[src/rtl/coproc_sequencer.sv]
// Command sequencer for the UART vector coprocessor: decodes opcode bytes, streams
// operand vectors into A/B memory, and hands compute results to the transmitter.
module coproc_sequencer #(
    parameter int NUM_BYTES      = 1024,
    parameter int SETTLE_CYCLES  = 2,
    parameter int TIMEOUT_CYCLES = 1_000_000
) (
    input  logic                         clk,
    input  logic                         rst,
    input  logic [7:0]                   rx_data,
    input  logic                         rx_ready,
    input  logic                         op_finished,
    output logic [7:0]                   op,
    output logic                         calc_finished,
    output logic                         mem_we_a,
    output logic                         mem_we_b,
    output logic [$clog2(NUM_BYTES)-1:0] mem_addr,
    output logic [7:0]                   mem_wdata,
    output logic                         busy,
    output logic                         err
);

    localparam int AW = $clog2(NUM_BYTES);
    localparam int TW = (TIMEOUT_CYCLES > 1) ? $clog2(TIMEOUT_CYCLES) : 1;
    localparam int SW = (SETTLE_CYCLES > 1) ? $clog2(SETTLE_CYCLES) : 1;

    typedef enum logic [1:0] {S_IDLE, S_LOAD, S_SETTLE, S_SEND} state_t;

    state_t          r_state, w_state;
    logic [AW:0]     r_cnt,   w_cnt;
    logic [TW-1:0]   r_tmo,   w_tmo;
    logic [SW-1:0]   r_set,   w_set;
    logic            r_tgt_b, w_tgt_b;
    logic [7:0]      r_op,    w_op;
    logic            r_calc,  w_calc;
    logic            r_we_a,  w_we_a;
    logic            r_we_b,  w_we_b;
    logic [AW-1:0]   r_addr,  w_addr;
    logic [7:0]      r_wdata, w_wdata;
    logic            r_busy,  w_busy;
    logic            r_err,   w_err;

    always_ff @(posedge clk or posedge rst) begin
        if (rst) begin
            r_state <= S_IDLE;
            r_cnt   <= '0;
            r_tmo   <= '0;
            r_set   <= '0;
            r_tgt_b <= 1'b0;
            r_op    <= 8'h00;
            r_calc  <= 1'b0;
            r_we_a  <= 1'b0;
            r_we_b  <= 1'b0;
            r_addr  <= '0;
            r_wdata <= 8'h00;
            r_busy  <= 1'b0;
            r_err   <= 1'b0;
        end else begin
            r_state <= w_state;
            r_cnt   <= w_cnt;
            r_tmo   <= w_tmo;
            r_set   <= w_set;
            r_tgt_b <= w_tgt_b;
            r_op    <= w_op;
            r_calc  <= w_calc;
            r_we_a  <= w_we_a;
            r_we_b  <= w_we_b;
            r_addr  <= w_addr;
            r_wdata <= w_wdata;
            r_busy  <= w_busy;
            r_err   <= w_err;
        end
    end

    always_comb begin
        w_state = r_state;
        w_cnt   = r_cnt;
        w_tmo   = r_tmo;
        w_set   = r_set;
        w_tgt_b = r_tgt_b;
        w_op    = r_op;
        w_we_a  = 1'b0;
        w_we_b  = 1'b0;
        w_addr  = r_addr;
        w_wdata = r_wdata;
        w_err   = 1'b0;

        case (r_state)
            S_IDLE: begin
                if (rx_ready) begin
                    case (rx_data)
                        8'h00: ;
                        8'h01, 8'h02: begin
                            w_state = S_LOAD;
                            w_cnt   = '0;
                            w_tmo   = '0;
                            w_tgt_b = (rx_data == 8'h02);
                        end
                        8'h03, 8'h04, 8'h05: begin
                            w_op    = rx_data;
                            w_state = S_SETTLE;
                            w_set   = '0;
                        end
                        default: w_err = 1'b1;
                    endcase
                end
            end
            S_LOAD: begin
                // A byte arriving on the threshold cycle wins over the timeout.
                if (rx_ready) begin
                    w_we_a  = ~r_tgt_b;
                    w_we_b  = r_tgt_b;
                    w_addr  = r_cnt[AW-1:0];
                    w_wdata = rx_data;
                    w_cnt   = r_cnt + (AW+1)'(1);
                    w_tmo   = '0;
                    if (r_cnt == (AW+1)'(NUM_BYTES - 1))
                        w_state = S_IDLE;
                end else if (r_tmo == TW'(TIMEOUT_CYCLES - 1)) begin
                    w_state = S_IDLE;
                    w_err   = 1'b1;
                end else begin
                    w_tmo = r_tmo + TW'(1);
                end
            end
            S_SETTLE: begin
                if (rx_ready)
                    w_err = 1'b1;
                if (r_set == SW'(SETTLE_CYCLES - 1))
                    w_state = S_SEND;
                else
                    w_set = r_set + SW'(1);
            end
            S_SEND: begin
                if (rx_ready)
                    w_err = 1'b1;
                if (op_finished) begin
                    w_state = S_IDLE;
                    w_op    = 8'h00;
                end
            end
            default: w_state = S_IDLE;
        endcase

        // Status outputs are registered copies of the next state.
        w_calc = (w_state == S_SEND);
        w_busy = (w_state != S_IDLE);
    end

    assign op            = r_op;
    assign calc_finished = r_calc;
    assign mem_we_a      = r_we_a;
    assign mem_we_b      = r_we_b;
    assign mem_addr      = r_addr;
    assign mem_wdata     = r_wdata;
    assign busy          = r_busy;
    assign err           = r_err;

endmodule
[config.mk]
export PLATFORM = sky130hd
export DESIGN_NAME = coproc_sequencer
export DESIGN_NICKNAME = d
export VERILOG_FILES = /design/src/rtl/coproc_sequencer.sv
export SDC_FILE = /design/constraint.sdc
export NUM_CORES = 1
export LEC_CHECK = 0
export BUFFER_PORTS_ARGS = -buffer_cell sky130_fd_sc_hd__buf_2
export CORE_MARGIN = 10
export CORE_UTILIZATION = 50
export CTS_BUF_LIST = sky130_fd_sc_hd__clkbuf_8
export CTS_CLUSTER_SIZE = 14
export DETAILED_ROUTE_END_ITERATION = 10
export PLACE_DENSITY = 0.83
export SETUP_SLACK_MARGIN = 0.2
export SYNTH_ARGS = -nofsm -noshare
export SYNTH_HDL_FRONTEND = slang
export SYNTH_SLANG_ARGS = --single-unit
[constraint.sdc]
create_clock -name clk -period 4.76 [get_ports clk]
set_input_delay 0.238 -clock clk [delete_from_list [all_inputs] [get_ports clk]]
set_output_delay 0.238 -clock clk [all_outputs]
set_load 0.005 [all_outputs]
After elaboration in Yosys (flattened, before gate mapping):

Index checks and enable logic that the tools add are counted.

* add/sub/neg operators: 3
* equality and inequality tests: 17
* muxes and demuxes: 35
* bitwise logic cells: 1
* reductions and logical operators: 16

Operator list (count)
* $mux W20: 4
* $pmux W20 S2: 1
* $mux W11: 3
* $mux W8: 3
* $pmux W11 S2: 1
* $add A20 B1 Y20 const B: 1
* $eq A20 B20 Y1 const B: 1
* $eq A8 B2 Y1 const B: 2
* $eq A8 B3 Y1 const B: 2
* $pmux W8 S2: 1
* $mux W1: 12
* $mux W2: 6
* $reduce_and A4 Y1: 3
* $add A11 B1 Y11 const B: 1
* $eq A11 B10 Y1 const B: 1
* $eq A8 B1 Y1 const B: 1
* $logic_not A8 Y1: 1
* $pmux W2 S4: 1
* $reduce_bool A2 Y1: 4
* $eq A2 B2 Y1 const B: 3
* $ne A2 B2 Y1 const B: 3
* $reduce_and A3 Y1: 2
* $reduce_or A6 Y1: 1
* $ne A2 B1 Y1 const B: 2
* other kinds (11): 12

* bits in registers: 66
* input bits: 12
* output and inout bits: 31
* word-level logic and storage cells: 85

Longest topological paths before layout:

* depth in word-level cells: 6
* gate-level depth with buffers: 8
* mapped depth without buffers: 6

Worst setup path before layout:

Ideal clock, no wire load.

* path kind: register to register
* start point: register r_tmo[0]
* end point: register r_tmo[12]
* data arrival time: 1.836 ns
* required time: 4.682 ns
* path slack: 2.846 ns
* stages on the path, launching flop included: 8
* period minus slack after synthesis: 1.914 ns
* cells stage by stage: dfrtp_1 > ha_1 > nand3_1 > nor4_1 > a32o_1 > buf_6 > or4_1 > a21oi_1

* word-level cells in the longest chain between the ends: 4
* elaborated cells between the ends (all ways): 7
* classes of those cells: add/sub (1); eq/ne (2); mux (3); reduce/logical (1)

RTL lines
* from (decl): RTL line 31 `logic [TW-1:0] r_tmo, w_tmo;`
* from (signal assigned): RTL line 61 `r_tmo <= w_tmo;`
* $add A20 B1 Y20: RTL line 123 `w_tmo = r_tmo + TW'(1);`
* $mux W20: RTL line 119 `end else if (r_tmo == TW'(TIMEOUT_CYCLES - 1)) begin`
* $mux W20: RTL line 110 `if (rx_ready) begin`
* $pmux W20 S2: RTL line 88 `case (r_state)`

Several ways; a longest one is shown, not always the timed one. The select of a mux whose other input is x is not followed.
A chain may end at the register's enable or synchronous reset.

Final worst setup path:

* start point: register r_tmo[0]
* end point: register r_tmo[15]

The elaborated chain is that of the path after synthesis.

==> impl_metrics.json <==
{
  "worstPathCellList": "ha_1 -> nand3_1 -> nor4_1 -> a32o_1 -> o21ai_0 -> a21oi_1",
  "clkSlewWorstSetupHoldPaths_ns": 0.07,
  "power.density_nw_per_um2": 479.6,
  "relSlewSlack_pct": 22.12,
  "core.rowCount": 28,
  "die_y_um": 99.21,
  "power_frac_comb_pct": 27.0,
  "critPathSlowestCell": "a32o_1",
  "power.total_uw": 1716,
  "die-area_um2": 9842,
  "fin_crit_ns": 2.678,
  "initial_utilization_pct": 52.36,
  "regArea_um2": 1652,
  "diodes": 0,
  "clkPwrFrac_pct": 27.7,
  "setup-tns-final_ns": 0,
  "syn_to_final_growth_pct": 14.08,
  "antenna_found_initial": 0,
  "dp_hpwl_um": 4553,
  "crit_type": "reg -> reg",
  "gp_congestion": 0.8115,
  "vias_per_cell": 5.721,
  "avgSynthCellArea_um2": 10.46,
  "fillers": 503,
  "period_share_pct": 56.26,
  "intPower_uw": 1142,
  "max_stage_delay_ns": 0.93,
  "cts_buffers": 9,
  "ctsHtreeMaxLevel": 3,
  "multi_input_area_um2": 1371,
  "port_buffers": 42,
  "dr.pass1.iters": 4,
  "final_hold_viol_count": 0,
  "status": "finished, final reports clean",
  "switchingPower_uw": 574.1,
  "grt-ovfl-total": 0,
  "grt_usage_pct": 13.84,
  "grt_pass1_wl_um": 11420,
  "arrival_ns": 2.93,
  "worst_pin_slew_ns": 1.164,
  "crit_family": "compound AO/OA/AOI/OAI gates",
  "cts-resized-gates": 0,
  "timing.max_cap.violations": 0,
  "worst_setup_path_end_kind": "register",
  "fmax_ghz": 0.3734,
  "wire_per_inst_um": 15.38,
  "swShare_pct": 33.45,
  "synth_nets": 314,
  "leakage_uw": 0.001637,
  "final_layout_size_suffix_gt1_share_pct": 24.42,
  "die_w_um": 99.21,
  "synth_seq_cells": 66,
  "routed_wl_um": 6446,
  "drv_slew": 0,
  "grt_max_degree": 67,
  "ctsHoldBuffers": 0,
  "seq_power_share_pct": 45.4,
  "finalSetupViolCount": 0,
  "drc": 0,
  "drt_iter0_drc": 161,
  "io-pin-count": 43,
  "mostFrequentLayoutCells": "66 x dfrtp_1, 42 x buf_2, 23 x nand2_1, 19 x mux2_2, 19 x o21ai_0",
  "vias": 2397,
  "syn_area_um2": 3137,
  "start_kind": "register",
  "clock_latency_ns": 0.35,
  "cp.required_ns": 5.01,
  "cts_buffer_depth": 2,
  "ir_drop_mv": 0.3076,
  "coreArea_um2": 5991,
  "synthCells": 300,
  "clockRootBuffer": "clkbuf_8",
  "post-cts-setup-buffers": 0,
  "clock-sinks": 66,
  "finalNetCount": 353,
  "final_common_cell": "dfrtp_1",
  "ys_seq_area_share_pct": 52.65,
  "cts_tree": "done",
  "crit_fanout": 38,
  "grt_pass1_vias": 2556,
  "synthDistinctLibCells": 44,
  "hold_slack_ns": 0.1267,
  "hp-class": "in -> async",
  "worst-path-buf-inv": 0,
  "grt_setup_unrepaired": "no",
  "finClkSkew_ns": 0.01077,
  "drt.antenna.violating_nets": 0,
  "yosysWarnings": 0
}
## metrics by stage
step / setup slack (ns) / instances / utilization, % / area [µm²]
final: 2.082 / 419 / 59.73 / 3578
after global routing: 1.648 / 419 / 59.73 / 3578
after CTS: 2.094 / 419 / 59.73 / 3578
after detailed placement: 2.107 / 403 / 56.35 / 3376
after global placement: 2.278 / 403 / 56.35 / 3376
after floorplan: 2.846 / 300 / - / 3137
## power by group through the flow
| stage | clock network [µW] | logic (µW) | registers (µW) |
|---|---|---|---|
| after global routing | 512 | 525 | 796 |
| after detailed placement | 0 | 473 | 790 |
| after global placement | 0 | 456 | 784 |
| final | 475 | 463 | 779 |
| after CTS | 489 | 473 | 779 |
| after floorplan | 0 | 347 | 766 |
## cell type report
type | count | share of cell area, %
Sequential cell | 66 | 46.15
Tap cell | 75 | 2.622
Clock inverter | 6 | 1.818
Clock buffer | 10 | 3.846
Timing Repair Buffer | 43 | 6.084
Multi-Input combinational cell | 208 | 38.32
Inverter | 11 | 1.154
## cells in the mapped netlist, drive strengths merged
cell	count	area, µm²
dfrtp	66	1652
nand2	23	86.33
o21ai	21	105.1
mux2	19	214.0
a21oi	18	90.09
or3	16	100.1
nor2	15	56.30
nand3	14	70.07
inv	11	41.29
clkbuf	9	33.78
xnor2	9	78.83
and2	8	50.05
nor4	7	58.81
buf	6	38.79
mux2i	5	50.05
nor3	5	25.02
and3	4	25.02
and4	4	35.03
nand4	4	25.02
or2	4	25.03
or4	4	30.03
a32o	3	30.03
nor4b	3	26.28
o31ai	3	22.52
a31oi	2	12.51
ha	2	25.02
nand4b	2	17.52
nor2b	2	12.51
a22o	1	8.760
nand2b	1	13.76
nand3b	1	7.510
nand4bb	1	11.26
nor3b	1	7.510
nor4bb	1	10.01
o22ai	1	6.260
o311ai	1	8.760
o31a	1	8.760
o41ai	1	8.760
xor2	1	8.760
## path summary, 6_finish.rpt
| check | startpoint | slack (ns) | cells after the start | end |
|---|---|---|---|---|
| worst min-delay path | rst | 0.13 | 3 | mem_addr[1] |
| worst max-delay path | r_tmo[0] | 2.08 | 6 | r_tmo[15] |
| worst min register to register | r_tgt_b | 0.47 | 1 | mem_we_a |
| worst max register to register | r_tmo[0] | 2.08 | 6 | r_tmo[15] |
| min in group clk | op_finished | 0.14 | 2 | r_state[1] |
| max in group asynchronous | rst | 4.11 | 3 | op[3] |
## flip-flops by register name, summed over array words and instances, names as in the netlist, 2 cells and up
name,count
r_tmo,20
r_cnt,11
mem_addr,10
mem_wdata,8
op,8
r_state,2
## worst min-delay path, delay by kind of cell
kind                   cells  cell delay [ns]
buffers and inverters      3             0.75
## kinds of logic (layout without fill, tap and decap cells)
kind of cell    count (synthesis)  in the layout  synth area share (%)
flops                          66             66                 52.65
xor+xnor                       10             10                 2.792
compound gates                 52             52                 9.613
mux                            24             24                 8.417
buf+inv                        26             70                 3.630
simple gates                  120            120                 22.10
fa+ha+maj                       2              2                0.7976
## per-layer routing
layer	vias to the layer above	GRT usage (%)	routed length, µm
li1	1162	-	-
met1	1164	14.95	2753
met3	10	6.505	512
met2	61	23.10	3090
met4	0	5.182	90
met5	-	0	0
Note: power is estimated with default switching activity, not from simulation.
